[src/rtl/prio_encoder_pipe_pkg.sv]
// Shared constants and helpers for the pipelined priority encoder.
// Imported by the interface, the encode core and the pipeline top.
package prio_enc_pkg;

    localparam logic MODE_FIXED = 1'b0;
    localparam logic MODE_RR    = 1'b1;

    // Index width, clamped to at least one bit so tiny N still yields a legal vector.
    function automatic int calc_w(input int n);
        return (n <= 2) ? 1 : $clog2(n);
    endfunction

endpackage

[src/rtl/prio_encoder_pipe_if.sv]
// Request/result handshake bundle for prio_encoder_pipe.
// The producer and consumer sides share the master modport.
interface prio_encoder_pipe_if
    import prio_enc_pkg::*;
#(
    parameter int N = 8
);
    localparam int W = calc_w(N);

    logic [N-1:0] enc_req;
    logic         enc_mode_rr;
    logic         EN_enc;
    logic         RDY_enc;
    logic [W-1:0] out_idx;
    logic         out_none;
    logic         RDY_out;
    logic         EN_out;

    modport master (
        output enc_req, enc_mode_rr, EN_enc, EN_out,
        input  RDY_enc, out_idx, out_none, RDY_out
    );

    modport slave (
        input  enc_req, enc_mode_rr, EN_enc, EN_out,
        output RDY_enc, out_idx, out_none, RDY_out
    );

endinterface

[src/rtl/prio_encoder_pipe_core.sv]
// Combinational encoder: rotate the request by the search start, pick the winner,
// then rotate the winning position back into an absolute line index.
module prio_enc_core
    import prio_enc_pkg::*;
#(
    parameter int N = 8,
    parameter int W = calc_w(N)
) (
    input  logic [N-1:0] req,
    input  logic [W-1:0] ptr,
    input  logic         mode_rr,
    output logic [W-1:0] idx,
    output logic         none
);
    localparam logic [W:0] N_EXT = (W+1)'(N);

    // Modulo-N addition; both operands are always below N.
    function automatic logic [W-1:0] wrap_add(input logic [W-1:0] a, input logic [W-1:0] b);
        logic [W:0] s;
        s = {1'b0, a} + {1'b0, b};
        if (s >= N_EXT) s = s - N_EXT;
        return s[W-1:0];
    endfunction

    logic [W-1:0] shift;
    logic [W-1:0] pos;
    logic [N-1:0] rot;

    always_comb begin
        shift = (mode_rr == MODE_FIXED) ? '0 : ptr;
        rot   = '0;
        for (int i = 0; i < N; i++) rot[i] = req[wrap_add(W'(i), shift)];

        // Round-robin takes the first set bit after the pointer, fixed takes the top one.
        pos = '0;
        if (mode_rr == MODE_RR) begin
            for (int i = N - 1; i >= 0; i--) if (rot[i]) pos = W'(i);
        end else begin
            for (int i = 0; i < N; i++) if (rot[i]) pos = W'(i);
        end

        none = ~|req;
        idx  = none ? '0 : wrap_add(pos, shift);
    end

endmodule

[src/rtl/prio_encoder_pipe.sv]
// Two-stage priority encoder: stage 1 captures a request, stage 2 holds the result
// until the consumer takes it. A full pipe still moves one result per cycle.
module prio_encoder_pipe
    import prio_enc_pkg::*;
#(
    parameter int N = 8
) (
    input logic                CLK,
    input logic                RST,
    prio_encoder_pipe_if.slave bus
);
    localparam int W = calc_w(N);
    localparam logic [W-1:0] LAST = W'(N - 1);

    logic [N-1:0] s1_req_q, s1_req_d;
    logic         s1_rr_q, s1_rr_d;
    logic         s1_v_q, s1_v_d;
    logic         s2_v_q, s2_v_d;
    logic [W-1:0] out_idx_q, out_idx_d;
    logic         out_none_q, out_none_d;
    logic [W-1:0] ptr_q, ptr_d;

    logic         s2_free, rdy_enc, take, advance;
    logic [W-1:0] core_idx;
    logic         core_none;

    prio_enc_core #(.N(N), .W(W)) u_core (
        .req     (s1_req_q),
        .ptr     (ptr_q),
        .mode_rr (s1_rr_q),
        .idx     (core_idx),
        .none    (core_none)
    );

    always_comb begin
        s2_free = !s2_v_q || bus.EN_out;
        rdy_enc = !s1_v_q || s2_free;
        take    = bus.EN_enc && rdy_enc;
        advance = s1_v_q && s2_free;

        s1_req_d   = s1_req_q;
        s1_rr_d    = s1_rr_q;
        s2_v_d     = s2_v_q;
        out_idx_d  = out_idx_q;
        out_none_d = out_none_q;
        ptr_d      = ptr_q;

        if (take) begin
            s1_req_d = bus.enc_req;
            s1_rr_d  = bus.enc_mode_rr;
        end
        s1_v_d = take || (s1_v_q && !advance);

        // The pointer moves only past a real round-robin winner; empty requests leave it alone.
        if (advance) begin
            s2_v_d     = 1'b1;
            out_idx_d  = core_idx;
            out_none_d = core_none;
            if (s1_rr_q == MODE_RR && !core_none)
                ptr_d = (core_idx == LAST) ? '0 : core_idx + W'(1);
        end else if (s2_v_q && bus.EN_out) begin
            s2_v_d = 1'b0;
        end
    end

    always_ff @(posedge CLK) begin
        if (RST) begin
            s1_req_q   <= '0;
            s1_rr_q    <= 1'b0;
            s1_v_q     <= 1'b0;
            s2_v_q     <= 1'b0;
            out_idx_q  <= '0;
            out_none_q <= 1'b0;
            ptr_q      <= '0;
        end else begin
            s1_req_q   <= s1_req_d;
            s1_rr_q    <= s1_rr_d;
            s1_v_q     <= s1_v_d;
            s2_v_q     <= s2_v_d;
            out_idx_q  <= out_idx_d;
            out_none_q <= out_none_d;
            ptr_q      <= ptr_d;
        end
    end

    assign bus.RDY_enc  = rdy_enc;
    assign bus.RDY_out  = s2_v_q;
    assign bus.out_idx  = out_idx_q;
    assign bus.out_none = out_none_q;

endmodule

[src/flat_wrapper.sv]
// flat-port wrapper written by rule: the top's interface ports become plain ports
module prio_encoder_pipe_flat import prio_enc_pkg::*;
#(
    parameter int N = 8
)
  (CLK, RST, bus_enc_req, bus_enc_mode_rr, bus_EN_enc, bus_EN_out, bus_RDY_enc, bus_out_idx, bus_out_none, bus_RDY_out);
  prio_encoder_pipe_if #(.N(N)) bus_i ();
  input logic CLK;
  input logic RST;
  input wire logic [$bits(bus_i.enc_req)-1:0] bus_enc_req;
  input wire logic [$bits(bus_i.enc_mode_rr)-1:0] bus_enc_mode_rr;
  input wire logic [$bits(bus_i.EN_enc)-1:0] bus_EN_enc;
  input wire logic [$bits(bus_i.EN_out)-1:0] bus_EN_out;
  output wire logic [$bits(bus_i.RDY_enc)-1:0] bus_RDY_enc;
  output wire logic [$bits(bus_i.out_idx)-1:0] bus_out_idx;
  output wire logic [$bits(bus_i.out_none)-1:0] bus_out_none;
  output wire logic [$bits(bus_i.RDY_out)-1:0] bus_RDY_out;
  assign bus_i.enc_req = bus_enc_req;
  assign bus_i.enc_mode_rr = bus_enc_mode_rr;
  assign bus_i.EN_enc = bus_EN_enc;
  assign bus_i.EN_out = bus_EN_out;
  assign bus_RDY_enc = bus_i.RDY_enc;
  assign bus_out_idx = bus_i.out_idx;
  assign bus_out_none = bus_i.out_none;
  assign bus_RDY_out = bus_i.RDY_out;
  prio_encoder_pipe #(.N(N)) u_core (.CLK(CLK), .RST(RST), .bus(bus_i));
endmodule
[config.mk]
export PLATFORM = sky130hd
export DESIGN_NAME = prio_encoder_pipe_flat
export DESIGN_NICKNAME = d
export VERILOG_FILES = /design/src/rtl/prio_encoder_pipe_pkg.sv /design/src/rtl/prio_encoder_pipe_if.sv /design/src/rtl/prio_encoder_pipe_core.sv /design/src/rtl/prio_encoder_pipe.sv /design/src/flat_wrapper.sv
export SDC_FILE = /design/constraint.sdc
export NUM_CORES = 1
export LEC_CHECK = 0
export BUFFER_PORTS_ARGS = -buffer_cell sky130_fd_sc_hd__buf_2
export CAP_MARGIN = 20
export CELL_PAD_IN_SITES_DETAIL_PLACEMENT = 0
export CELL_PAD_IN_SITES_GLOBAL_PLACEMENT = 1
export CORE_MARGIN = 2
export CORE_UTILIZATION = 36
export CTS_BUF_LIST = sky130_fd_sc_hd__clkbuf_2
export CTS_CLUSTER_SIZE = 24
export DETAILED_ROUTE_END_ITERATION = 10
export PLACE_DENSITY_LB_ADDON = 0.1
export RECOVER_POWER = 100
export SLEW_MARGIN = 20
export SYNTH_ARGS = -nofsm -noshare
export SYNTH_HDL_FRONTEND = slang
export SYNTH_HIERARCHICAL = 1
export SYNTH_SLANG_ARGS = --single-unit
[constraint.sdc]
create_clock -name CLK -period 5.7 [get_ports CLK]
set_clock_uncertainty 0.2 [all_clocks]
set_input_delay 0.57 -clock CLK [delete_from_list [all_inputs] [get_ports CLK]]
set_output_delay 0.57 -clock CLK [all_outputs]
set_load 0.02 [all_outputs]
==> results.md <==
* Status: finished with violations
* Failing checks: max-capacitance violations, max-slew violations
* Wire length on met2 at 1700 µm
* Area leader, netlist: dfxtp_1
* Top cell type's share of synthesized area at 22.5%
* Layout cells sized above 1 at 16.4%
* Minimum clock period at 4.92 ns
* Yosys warning count at 6
* Fmax at 0.203 GHz
* Post_cts resized at 0
* CTS clk-pin slew, worst paths at 0.18 ns
* Fillers at 464
* Root buf cell: clkbuf_2
* Post-synth EDFFs at 0
* First-pass DRT Iterations at 4
* Setup TNS at 0 ns
* Post-synthesis net count at 195
* Worst skew pair latency at 0.29 ns
* Fin nets at 207
* Hold Slack at 0.285 ns
* GRT Resource Usage Total at 15.2%
* Main area contributors after synthesis: dfxtp_1, mux2i_1, nand2b_1
* Clk buf depth at 2
* Leak Pwr at 0.670 nW
* Final hold viol count at 0
* DRT antenna net count at 0
* Routed WL at 3690 µm
* PD cells at 169 mW/mm²
* Most common flop cell mapped by yosys: dfxtp_1
* Synth Cell Area at 0.00160 mm²
* FF-to-FF path depth at 15
* Starting Density at 37.1%
* # rows at 24
* GR Overflow Total at 0
* Core ar. at 0.00432 mm²
* Area Overhead vs Synth at 5.46%
* Setup Viol. Count Final at 0
* Unrepaired setup endpoints after global routing: no
* Met3 WL at 133 µm
* Most common cell in the synthesized netlist: nand2b_1
* Hold Path Class: input pin to register
* Crit Path Category: register to register
* DRC at 0
* Global-route wire length before repair at 6190 µm
* Ys async rst share at 0%
* Worst EP arrival at 4.96 ns
* Reg2reg setup slack at 0.78 ns
* Initial antenna violation count at 0
* WHS Path Cells at 3
* Peak VDD IR at 102 µV
* Number of max-cap violations at 1
* Finished Layout Cells at 241
* Hold_buf cts at 0
* Boundary Pins at 19
* Area of the die at 0.00501 mm²
* TritonCTS clock tree: built
* Top sig layer: met4
* Crit end category: register
* Largest net degree at the start of global routing at 31
* DR iter-0 viols at 56
* Die height at 70.8 µm
* Synth cell types at 57
* Crit start category: register
* Setup bufs post-CTS at 0
* Post-Synthesis Cells at 178
* Min-delay src: bus_EN_enc
* PortBufs at 18
* Pins Over Slew Limit at 10
* Placed Cells at 237
* Seq/Total Area, Yosys at 22.5%
* Critical Path Fanout Max at 20
* Vias in the first global route at 1,307
* CTS Buf Count at 3
* Worst Max-Slew Pin Slew at 1.61 ns
* R2R Path Start: u_core/s1_rr_q
* Clk sinks at 18
* Headroom to the max-slew limit at -8.60%
* Met1 Routed Length at 1830 µm
* Commonest cells post-synth: nand2b_1, dfxtp_1, mux2i_1, a21oi_1, nor2_1
* Number of synthesized register bits at 18
* Die width at 70.8 µm
* ANT cells at 0
* DR vias at 1,376
* Avg Cell Area, Syn at 9.01 µm²
* DR vias/cell at 5.71
* Hold EP: u_core/s1_v_q
* Htree depth at 1
* Placer Congestion at 0.810
* Reg-to-reg endpoint: u_core/ptr_q[1]
* WP data required at 5.74 ns
* Crit share post-route at 86.3%
* Avg WL per Cell at 15.3 µm
* Dpl hpwl at 2840 µm
[cell families after synthesis]
group | Yosys count | share of synthesized area (%)
mux | 26 | 21.1
compound gates | 47 | 20.8
simple gates | 65 | 25.8
fa+ha+maj | 4 | 3.59
xor+xnor | 1 | 0.546
buf+inv | 17 | 5.69
flops | 18 | 22.5
[critical path: stages (launching register included)]
cell and delay (ns):
dfxtp_1 0.76, and2_0 0.57, inv_4 0.11, ha_1 0.35
mux4_2 0.51, mux2i_1 0.25, nand2_1 0.13, nor3b_1 0.16
o21ai_0 0.15, o31a_1 0.19, fa_1 0.42, nor2b_1 0.16
ha_1 0.21, ha_1 0.19, or3b_1 0.38, mux2i_1 0.13
[state kept, by name, indices dropped and copies added, names as in the netlist]
name,cells
u_core/s1_rr_q,1
u_core/bus.out_idx,3
u_core/s1_v_q,1
u_core/s1_req_q,8
u_core/bus.out_none,1
u_core/bus.RDY_out,1
u_core/ptr_q,3
[layout make-up]
type | count | area (µm²) | share of cell area (%)
multi-input combinational | 143 | 1140 | 67.2
sequential | 18 | 360 | 21.3
timing repair buffer | 18 | 82.6 | 4.88
tap | 52 | 65.1 | 3.85
inverter | 6 | 27.5 | 1.63
clock buffer | 3 | 15.0 | 0.888
clock inverter | 1 | 3.75 | 0.222
[where the power goes]
| group | internal [mW] | switching [mW] |
|---|---|---|
| logic | 0.0419 | 0.0438 |
| clock network | 0.0153 | 0.0383 |
| registers | 0.133 | 0.0132 |
[stage by stage]
step / instance area [µm²] / util [%] / power, mW / setup slack [ns]
floorplan: 1600 / - / 0.213 / 1.69
global placement: 1700 / 39.2 / 0.235 / 1.09
detailed placement: 1700 / 39.2 / 0.236 / 0.989
CTS: 1710 / 39.6 / 0.292 / 0.954
global route: 1690 / 39.1 / 0.307 / 0.424
finish: 1690 / 39.1 / 0.286 / 0.781
[cells in the final DEF (no fill, tap or decap), types with 2 or more instances in the layout]
master and instances:
nand2_1 6, or4_1 2, nor3_1 2, mux2i_1 17, and3b_1 3, nand2b_1 22, mux4_2 5, dfxtp_1 18
and2_1 2, inv_1 3, a21boi_0 3, buf_2 12, o32a_1 3, inv_4 2, a211oi_1 6, ha_1 3
nand3_1 4, clkbuf_2 3, clkbuf_1 6, o21ai_0 8, a22oi_1 3, and2_0 2, a22o_1 2, nor2b_1 4
nor2_1 9, mux2_2 2, a21oi_1 9
[how the worst max path moves through the flow]
stage                                from               to  slack, ns  cells past startpoint
final                      u_core/s1_rr_q  u_core/ptr_q[1]       0.78                     15
after global routing       u_core/s1_rr_q  u_core/ptr_q[1]       0.42                     15
after CTS                  u_core/s1_rr_q  u_core/ptr_q[1]       0.95                     15
after detailed placement   u_core/s1_rr_q  u_core/ptr_q[1]       0.99                     15
after global placement     u_core/s1_rr_q  u_core/ptr_q[1]       1.09                     15
after floorplan           u_core/ptr_q[1]  u_core/ptr_q[1]       1.69                     16
[metal layers]
metal | track usage [%] | vias to the layer above
met5 | 0 | -
met3 | 1.42 | 2
met4 | 3.56 | 0
met2 | 24.0 | 23
met1 | 22.4 | 659
li1 | - | 692
Power figures use the tool's default switching activity.
